`src/rtl/tribus_arb_pkg.sv`:
```
// tribus_arb_pkg: shared state encoding, counter widths and parameter ranges for the tristate bus arbiter.
package tribus_arb_pkg;
  typedef enum logic [1:0] {S_IDLE, S_OWN, S_TURN} state_e;
  localparam int HOLD_W = 8;
  localparam int PTR_W = 3;
  localparam int TURN_W = 3;
  localparam int N_REQ_MIN = 2;
  localparam int N_REQ_MAX = 8;
  localparam int TURN_CYC_MIN = 1;
  localparam int TURN_CYC_MAX = 7;
  localparam int MAX_HOLD_MIN = 2;
  localparam int MAX_HOLD_MAX = 255;
endpackage

```
`src/rtl/rr_pick.sv`:
```
// rr_pick: combinational round-robin search from ptr_i upward with wrap-around; one-hot winner plus valid.
module rr_pick
  import tribus_arb_pkg::*;
#(
  parameter int N = 4
) (
  input  logic [N-1:0]     req_i,
  input  logic [PTR_W-1:0] ptr_i,
  output logic [N-1:0]     gnt_o,
  output logic             valid_o
);
  logic found;
  always_comb begin
    gnt_o = '0;
    found = 1'b0;
    for (int i = 0; i < N; i++)
      for (int j = 0; j < N; j++)
        if (!found && req_i[j] && j == (int'(ptr_i) + i) % N) begin
          gnt_o[j] = 1'b1;
          found = 1'b1;
        end
    valid_o = |req_i;
  end
endmodule

```
`src/rtl/tribus_arb.sv`:
```
// tribus_arb: grants one tristate driver at a time with round-robin fairness,
// a MAX_HOLD preemption timeout and TURN_CYC dead cycles between owners.
module tribus_arb
  import tribus_arb_pkg::*;
#(
  parameter int N_REQ    = 4,
  parameter int TURN_CYC = 1,
  parameter int MAX_HOLD = 16
) (
  input  logic             CLK,
  input  logic             RST,
  input  logic [N_REQ-1:0] REQ,
  output logic [N_REQ-1:0] ENB,
  output logic [N_REQ-1:0] GNT,
  output logic             BUS_IDLE,
  output logic             PREEMPT
);
  state_e state_q, state_d;
  logic [N_REQ-1:0] enb_q, enb_d, pick;
  logic [PTR_W-1:0] ptr_q, ptr_d, pick_idx, nxt_ptr;
  logic [HOLD_W-1:0] hold_q, hold_d;
  logic [TURN_W-1:0] turn_q, turn_d;
  logic pre_q, pre_d, pick_v, own_req, others, arb, hold_max;

  rr_pick #(.N(N_REQ)) u_pick (.req_i(REQ), .ptr_i(ptr_q), .gnt_o(pick), .valid_o(pick_v));

  always_comb begin
    pick_idx = '0;
    for (int i = 0; i < N_REQ; i++)
      if (pick[i]) pick_idx = PTR_W'(i);
    nxt_ptr = (pick_idx == PTR_W'(N_REQ - 1)) ? '0 : pick_idx + PTR_W'(1);
  end

  // enb_q is one-hot on the owner while in OWN, so it doubles as the owner mask
  assign own_req  = |(REQ & enb_q);
  assign others   = |(REQ & ~enb_q);
  assign hold_max = hold_q == HOLD_W'(MAX_HOLD);
  assign arb      = state_q == S_IDLE || (state_q == S_TURN && turn_q == TURN_W'(TURN_CYC));

  always_comb begin
    state_d = state_q;
    enb_d   = enb_q;
    ptr_d   = ptr_q;
    hold_d  = hold_q;
    turn_d  = turn_q;
    pre_d   = 1'b0;
    if (arb) begin
      state_d = pick_v ? S_OWN : S_IDLE;
      enb_d   = pick;
      hold_d  = pick_v ? HOLD_W'(1) : '0;
      ptr_d   = pick_v ? nxt_ptr : ptr_q;
    end else if (state_q == S_TURN) begin
      turn_d = turn_q + TURN_W'(1);
    end else if (!own_req || (hold_max && others)) begin
      state_d = S_TURN;
      enb_d   = '0;
      hold_d  = '0;
      turn_d  = TURN_W'(1);
      pre_d   = own_req;
    end else begin
      hold_d = hold_max ? hold_q : hold_q + HOLD_W'(1);
    end
  end

  always_ff @(posedge CLK or posedge RST)
    if (RST) begin
      state_q <= S_IDLE;
      enb_q   <= '0;
      ptr_q   <= '0;
      hold_q  <= '0;
      turn_q  <= '0;
      pre_q   <= 1'b0;
    end else begin
      state_q <= state_d;
      enb_q   <= enb_d;
      ptr_q   <= ptr_d;
      hold_q  <= hold_d;
      turn_q  <= turn_d;
      pre_q   <= pre_d;
    end

  assign ENB      = enb_q;
  assign GNT      = enb_q;
  assign PREEMPT  = pre_q;
  assign BUS_IDLE = state_q == S_IDLE;
endmodule

```
`config.mk`:
```
export PLATFORM = sky130hd
export DESIGN_NAME = tribus_arb
export DESIGN_NICKNAME = d
export VERILOG_FILES = /design/src/rtl/tribus_arb_pkg.sv /design/src/rtl/rr_pick.sv /design/src/rtl/tribus_arb.sv
export SDC_FILE = /design/constraint.sdc
export NUM_CORES = 1
export LEC_CHECK = 0
export ABC_AREA = 1
export CAP_MARGIN = 25
export CORE_UTILIZATION = 52
export CTS_BUF_LIST = sky130_fd_sc_hd__clkbuf_4
export CTS_CLUSTER_DIAMETER = 60
export DETAILED_ROUTE_END_ITERATION = 12
export GPL_TIMING_DRIVEN = 0
export PLACE_DENSITY = 0.78
export SYNTH_ARGS = -nofsm -noshare
export SYNTH_HDL_FRONTEND = slang
export SYNTH_SLANG_ARGS = --single-unit
```
`constraint.sdc`:
```
create_clock -name CLK -period 1.8 [get_ports CLK]
set_input_delay 0.36 -clock CLK [delete_from_list [all_inputs] [get_ports CLK]]
set_output_delay 0.36 -clock CLK [all_outputs]
set_load 0.01 [all_outputs]
```
==> results of run 1 <==
==> per-stage QoR <==
stage,total power [mW],hold slack (ns),util [%]
global route,3.716,0.5676,80.48
finish,3.539,0.4866,80.48
detailed placement,2.180,0.5492,62.59
global placement,2.113,0.5282,62.59
floorplan,1.757,0.3238,-
CTS,2.966,0.5050,72.73
==> report_power, final <==
part	switching, mW	total, mW	internal (mW)
logic	1.30	2.37	1.07
clock network	0.163	0.388	0.225
registers	0.184	0.779	0.594
total	1.65	3.54	1.89
==> path summary, 6_finish.rpt <==
| check | from | to | cells past startpoint |
|---|---|---|---|
| max | ptr_q[0]$_DFFE_PP0P_ | ptr_q[0]$_DFFE_PP0P_ | 11 |
| min | RST | state_q[0]$_DFFE_PP0P_ | 2 |
| max reg2reg | ptr_q[0]$_DFFE_PP0P_ | ptr_q[0]$_DFFE_PP0P_ | 11 |
| min reg2reg | ENB[3]$_DFFE_PP0P_ | ENB[3]$_DFFE_PP0P_ | 2 |
| max in group asynchronous | RST | ptr_q[1]$_DFFE_PP0P_ | 2 |
| min in group CLK | ENB[3]$_DFFE_PP0P_ | ENB[3]$_DFFE_PP0P_ | 2 |
==> state kept, by name, summed over array words and instances (netlist names) <==
signal and cells:
PREEMPT 1, state_q 2, ENB 4, turn_q 3
hold_q 8, ptr_q 2
==> routing by layer <==
metal | up-vias | share of wire, % | track usage (%)
met5 | - | 0 | 0
met4 | 0 | 4.1 | 23.25
met3 | 29 | 11 | 5.172
met2 | 137 | 47 | 50.42
met1 | 731 | 37 | 40.00
li1 | 675 | - | -
==> logic make-up (layout without fill, tap and decap cells) <==
family / count (synthesis) / in the layout / synth area share, %
AND/OR/NAND/NOR: 86 / 86 / 33.40
buffers and inverters: 34 / 84 / 10.58
AO/OA/AOI/OAI: 25 / 25 / 11.32
flip-flops: 20 / 20 / 37.11
XOR/XNOR: 6 / 6 / 3.896
adder cells (fa/ha/maj): 4 / 4 / 3.711
==> what timing repair did <==
action / 4_1_cts / 5_1_grt
pin swaps: 7 / 9
resized for setup: 29 / 26
endpoints found under the setup margin: 16 / 22
hold buffers: 0 / 0
setup buffers: 16 / 17
==> Yosys cell counts <==
cell / count
a21oi_1: 4
a211oi_1: 1
nand2_1: 33
nand2_2: 3
o21ai_0: 5
o21ai_2: 1
o22ai_1: 6
o211ai_1: 1
nand4_4: 2
xnor2_1: 1
a31oi_1: 1
o21bai_1: 1
nor2_2: 1
a41oi_1: 1
nor2_1: 19
nor2_4: 3
nor4_1: 1
nand4_1: 9
inv_2: 2
ha_1: 4
dfrtp_1: 20
nor3_1: 3
xor2_1: 5
o21ai_1: 3
and2_4: 1
inv_1: 28
nor4_2: 1
nand3_2: 1
buf_4: 4
o311ai_0: 1
nand3_1: 9
==> cell type report <==
class	count	area (um2)	share of cell area [%]
Clock inverter	1	30.03	1.520
Tap cell	30	37.54	1.900
Inverter	30	121.4	6.143
Clock buffer	3	22.52	1.140
Sequential cell	20	506.7	25.65
Buffer	4	30.03	1.520
Timing Repair Buffer	46	389.1	19.70
Multi-Input combinational cell	121	838.3	42.43
==> impl_metrics.py, run 1 <==
metrics = {
    "status": {
        "status": "complete, but fails checks",
        "failed_checks": "negative setup slack",
    },
    "layout": {
        "n_antenna_cell": 0,
        "mostFrequentLayoutCells": "33 x buf_4, 28 x nand2_1, 20 x inv_1",
        "n_fill_cell": 131,
        "final_nets": 236,
        "fin_cells": 255,
        "layout_commonest_cell": "buf_4",
        "synthToLayoutAreaGrowth_pct": 46.47,
        "final_area_mm2": 0.001976,
        "drive_gt1_share_pct": 38.67,
    },
    "sta": {
        "fin_tns_setup_ns": -0.8311,
        "period_share_pct": 108.4,
        "fin_skew_ns": 0.002027,
        "hold_violations": 0,
        "setup_viol": 10,
        "tightest_slew_ns": 0.8095,
        "worst_slack_ns": -0.1509,
        "max_freq_mhz": 512.6,
        "slew_violations": 0,
        "fin_crit_ns": 1.951,
        "slew_headroom_pct": 45.97,
        "rsz0062_at_grt": "yes",
    },
    "worst_setup_path": {
        "r2r_slack_ns": -0.15,
        "critPathRequiredTime_ns": 2.01,
        "critPathArrivalTime_ns": 2.16,
        "slowest_delay_ns": 0.50,
        "end_kind": "register",
        "crit_path_max_fanout": 7,
        "crit_path_start_kind": "register",
        "critical_path.most_common_cell": "nor2_4",
        "cpMaxStageDelayCell": "dfrtp_2",
        "path_buf_inv": 1,
        "crit_type": "register to register",
        "crit_family": "simple AND/OR/NAND/NOR gates",
        "path_cells": "inv_2 > nand3_2 > nand3_2 > nor2_4 > nand4_4 > nor2_4 > nand4_4 > nor2_4 > nand4_1 > nand3_1 > o21ai_1",
    },
    "clock_tree": {
        "clkSinkCount": 20,
        "cts_tree": "yes",
        "cts_max_level": 1,
        "clkSlewWorstSetupHoldPaths_ns": 0.13,
        "insertion_delay_ns": 0.31,
        "cts-root-buf": "clkbuf_4",
        "cts_buffers": 3,
        "clockBufferDepth": 2,
    },
    "yosys": {
        "synth.cell_area_mm2": 0.001349,
        "syn_nets": 185,
        "synth_top_area_cell": "dfrtp_1",
        "yosys_warnings": 0,
        "avgSynthCellArea_um2": 7.707,
        "yosysTopAreaCellShare_pct": 37.11,
        "yosys_register_bits": 20,
        "yosysSeqAreaShare_pct": 37.11,
        "yosys-top-cells-area": "dfrtp_1 37%, nand2_1 9.2%, inv_1 7.8%, nor2_1 5.3%, nand4_1 4.2%",
        "postSynthCellCount": 175,
        "ys_types": 31,
    },
    "placed_design": {
        "post-place-ws_ns": -0.6099,
        "dpl.cell_count": 220,
        "dpl_cell_area_mm2": 0.001536,
        "gp_congestion": 0.9103,
        "dpl.hpwl_mm": 2.324,
        "numPortBuffers": 15,
    },
    "die": {
        "initial_core_util_pct": 54.94,
        "core_mm2": 0.002455,
        "row_count": 18,
        "dieArea_mm2": 0.002802,
        "fp.dieW_um": 52.93,
        "die_h_um": 52.93,
        "io-pin-count": 16,
    },
    "grt": {
        "gr-total-overflow": 0,
        "grt_max_degree": 21,
        "antenna_found_initial": 0,
        "grt_usage_pct": 32.32,
        "grt_pass1_vias": 1404,
        "grt_pass1_wl_mm": 6.327,
    },
    "flow_run": {
        "maxCapViolCount": 0,
    },
    "detailed_routing": {
        "drt_iter0_markers": 99,
        "routed_wl_mm": 4.613,
        "drc": 0,
        "vias_per_cell": 6.165,
        "wire_per_inst_um": 18.09,
        "dr.pass1.iters": 5,
        "vias": 1572,
        "ant_nets": 0,
    },
    "power_and_ir_drop": {
        "p_per_area_mw_per_mm2": 1791,
        "vdd_drop_max_uv": 1260,
        "p_leak_nw": 0.9290,
    },
    "min_path": {
        "hold_class": "primary input to asynchronous set/reset pin",
    },
}
Note: power is estimated with default switching activity, not from simulation.
==> inputs of run 2 (changes only) <==
- CELL_PAD_IN_SITES_DETAIL_PLACEMENT: not set -> 0
- CELL_PAD_IN_SITES_GLOBAL_PLACEMENT: not set -> 2
- CORE_UTILIZATION: 52 -> 30
- CTS_CLUSTER_SIZE: not set -> 14
==> impl_metrics.py, run 2 (synthesis results as in run 1) <==
metrics = {
    "detailed_routing": {
        "routed_wl_mm": 3.815,
        "drc": 0,
        "wire_per_inst_um": 14.08,
        "vias": 1386,
        "drt_iter0_markers": 51,
        "ant_nets": 0,
        "dr.pass1.iters": 4,
        "vias_per_cell": 5.114,
    },
    "layout": {
        "fin_cells": 271,
        "final_nets": 230,
        "layout_commonest_cell": "nand2_1",
        "finish.utilization_pct": 45.08,
        "regMostFlops": "hold_q",
        "mostFrequentLayoutCells": "29 x nand2_1, 23 x buf_4, 20 x inv_1",
        "drive_gt1_share_pct": 36.53,
        "synthToLayoutAreaGrowth_pct": 44.53,
        "n_antenna_cell": 0,
        "largest_reg_flops": 8,
        "n_fill_cell": 447,
    },
    "worst_setup_path": {
        "r2r-start": "ptr_q[0]$_DFFE_PP0P_",
        "slowest_delay_ns": 0.49,
        "critical_path.most_common_cell": "nor2_4",
        "critPathArrivalTime_ns": 2.03,
        "crit_path_start_kind": "register",
        "path_buf_inv": 1,
        "cpMaxStageDelayCell": "dfrtp_2",
        "worstSetupStartpoint": "ptr_q[0]$_DFFE_PP0P_",
        "crit_type": "register to register",
        "end_kind": "register",
        "path_cells": "inv_2 > nand3_2 > nand3_2 > nor2_4 > nand4_4 > nor2_4 > nand4_4 > nor2_4 > nand4_1 > nand3_1 > o21ai_0",
        "crit_family": "simple AND/OR/NAND/NOR gates",
        "critPathRequiredTime_ns": 1.99,
        "crit_path_max_fanout": 7,
    },
    "flow_run": {
        "maxCapViolCount": 0,
    },
    "sta": {
        "max_freq_mhz": 543.6,
        "period_share_pct": 102.2,
        "tightest_slew_ns": 0.8167,
        "slew_headroom_pct": 45.49,
        "fin_skew_ns": 0.01092,
        "hold_violations": 0,
        "fin_tns_setup_ns": -0.05575,
        "slew_violations": 0,
        "rsz0062_at_grt": "yes",
        "setup_viol": 4,
        "fin_crit_ns": 1.839,
        "worst_slack_ns": -0.03949,
    },
    "grt": {
        "gr-total-overflow": 0,
        "grt_pass1_wl_mm": 6.348,
        "grt_max_degree": 21,
        "grt_pass1_vias": 1312,
        "antenna_found_initial": 0,
        "grt_usage_pct": 16.33,
    },
    "status": {
        "status": "complete, but fails checks",
        "failed_checks": "negative setup slack",
    },
    "clock_tree": {
        "insertion_delay_ns": 0.31,
        "cts_tree": "yes",
        "cts_max_level": 1,
        "postCtsHoldBufs": 0,
        "cts-root-buf": "clkbuf_4",
        "cts_buffers": 3,
        "clkSlewWorstSetupHoldPaths_ns": 0.12,
        "clkSinkCount": 20,
        "clockBufferDepth": 2,
    },
    "die": {
        "fp.dieW_um": 69.05,
        "row_count": 24,
        "io-pin-count": 16,
        "dieArea_mm2": 0.004768,
        "core_mm2": 0.004324,
        "die_h_um": 69.05,
        "initial_core_util_pct": 31.19,
    },
    "placed_design": {
        "numPortBuffers": 15,
        "dpl.hpwl_mm": 2.511,
        "gp_congestion": 0.7433,
        "dpl.cell_count": 242,
        "post-place-ws_ns": -0.7030,
    },
    "power_and_ir_drop": {
        "vdd_drop_max_uv": 720.4,
        "p_per_area_mw_per_mm2": 1602,
        "p_leak_nw": 0.9074,
    },
    "min_path": {
        "hold_class": "primary input to asynchronous set/reset pin",
    },
}
## run 2: cell types whose count changed in the layout (fill, tap and decap cells not counted), sizes merged
cell	change
clkinv	+1
buf	-6
dlymetal6s2s	+1
clkinvlp	-1
bufinv	-1
inv	+1
clkdlybuf4s50	-1
## run 2: metrics by stage
stage | area, um2 | total power, mW | hold slack, ns
final | 1949 | 3.124 | 0.4925
after global routing | 1949 | 3.346 | 0.5597
after CTS | 1818 | 2.852 | 0.5230
after detailed placement | 1564 | 2.196 | 0.5529
after global placement | 1564 | 2.162 | 0.5415
after floorplan | 1349 | 1.757 | 0.3238
## run 2: area by class of cell
class                   instances  area (um2)  share of cell area, %
clock buffers                   3       22.52                  1.155
inverters                      30       117.6                  6.033
plain buffers                   4       30.03                  1.540
well taps                      52       65.06                  3.338
flip-flops and latches         20       506.7                  25.99
clock inverters                 1       3.754                 0.1926
multi-input cells             121       842.1                  43.20
repair buffers                 40       361.6                  18.55
## run 2: per-layer routing
| layer | wire, um | up-vias | global-route usage, % |
|---|---|---|---|
| met4 | 15 | 0 | 2.041 |
| met2 | 1841 | 36 | 26.11 |
| met1 | 1793 | 682 | 23.02 |
| li1 | - | 666 | - |
| met3 | 164 | 2 | 3.801 |
| met5 | 0 | - | 0 |
## run 2: repair_timing
item	CTS	global route
endpoints found under the setup margin	17	23
hold endpoints to repair	0	0
setup buffers	19	9
pin swaps	9	7
resized for setup	32	29
## run 2: path summary, 6_finish.rpt
check / slack (ns) / cells after the start / to
max reg2reg: -0.04 / 11 / ptr_q[0]$_DFFE_PP0P_
min in group CLK: 0.56 / 2 / ENB[2]$_DFFE_PP0P_
min reg2reg: 0.56 / 2 / ENB[2]$_DFFE_PP0P_
max in group asynchronous: 0.74 / 2 / ptr_q[1]$_DFFE_PP0P_
min: 0.49 / 2 / hold_q[6]$_DFFE_PP0P_
max: -0.04 / 11 / ptr_q[0]$_DFFE_PP0P_
## run 2: where the power goes
group	leakage [nW]	total (mW)	internal (mW)	switching [mW]
Sequential	0.257	0.759	0.593	0.166
Combinational	0.635	2.14	0.970	1.17
Clock	0.0154	0.227	0.0810	0.146
Total	0.907	3.12	1.64	1.48
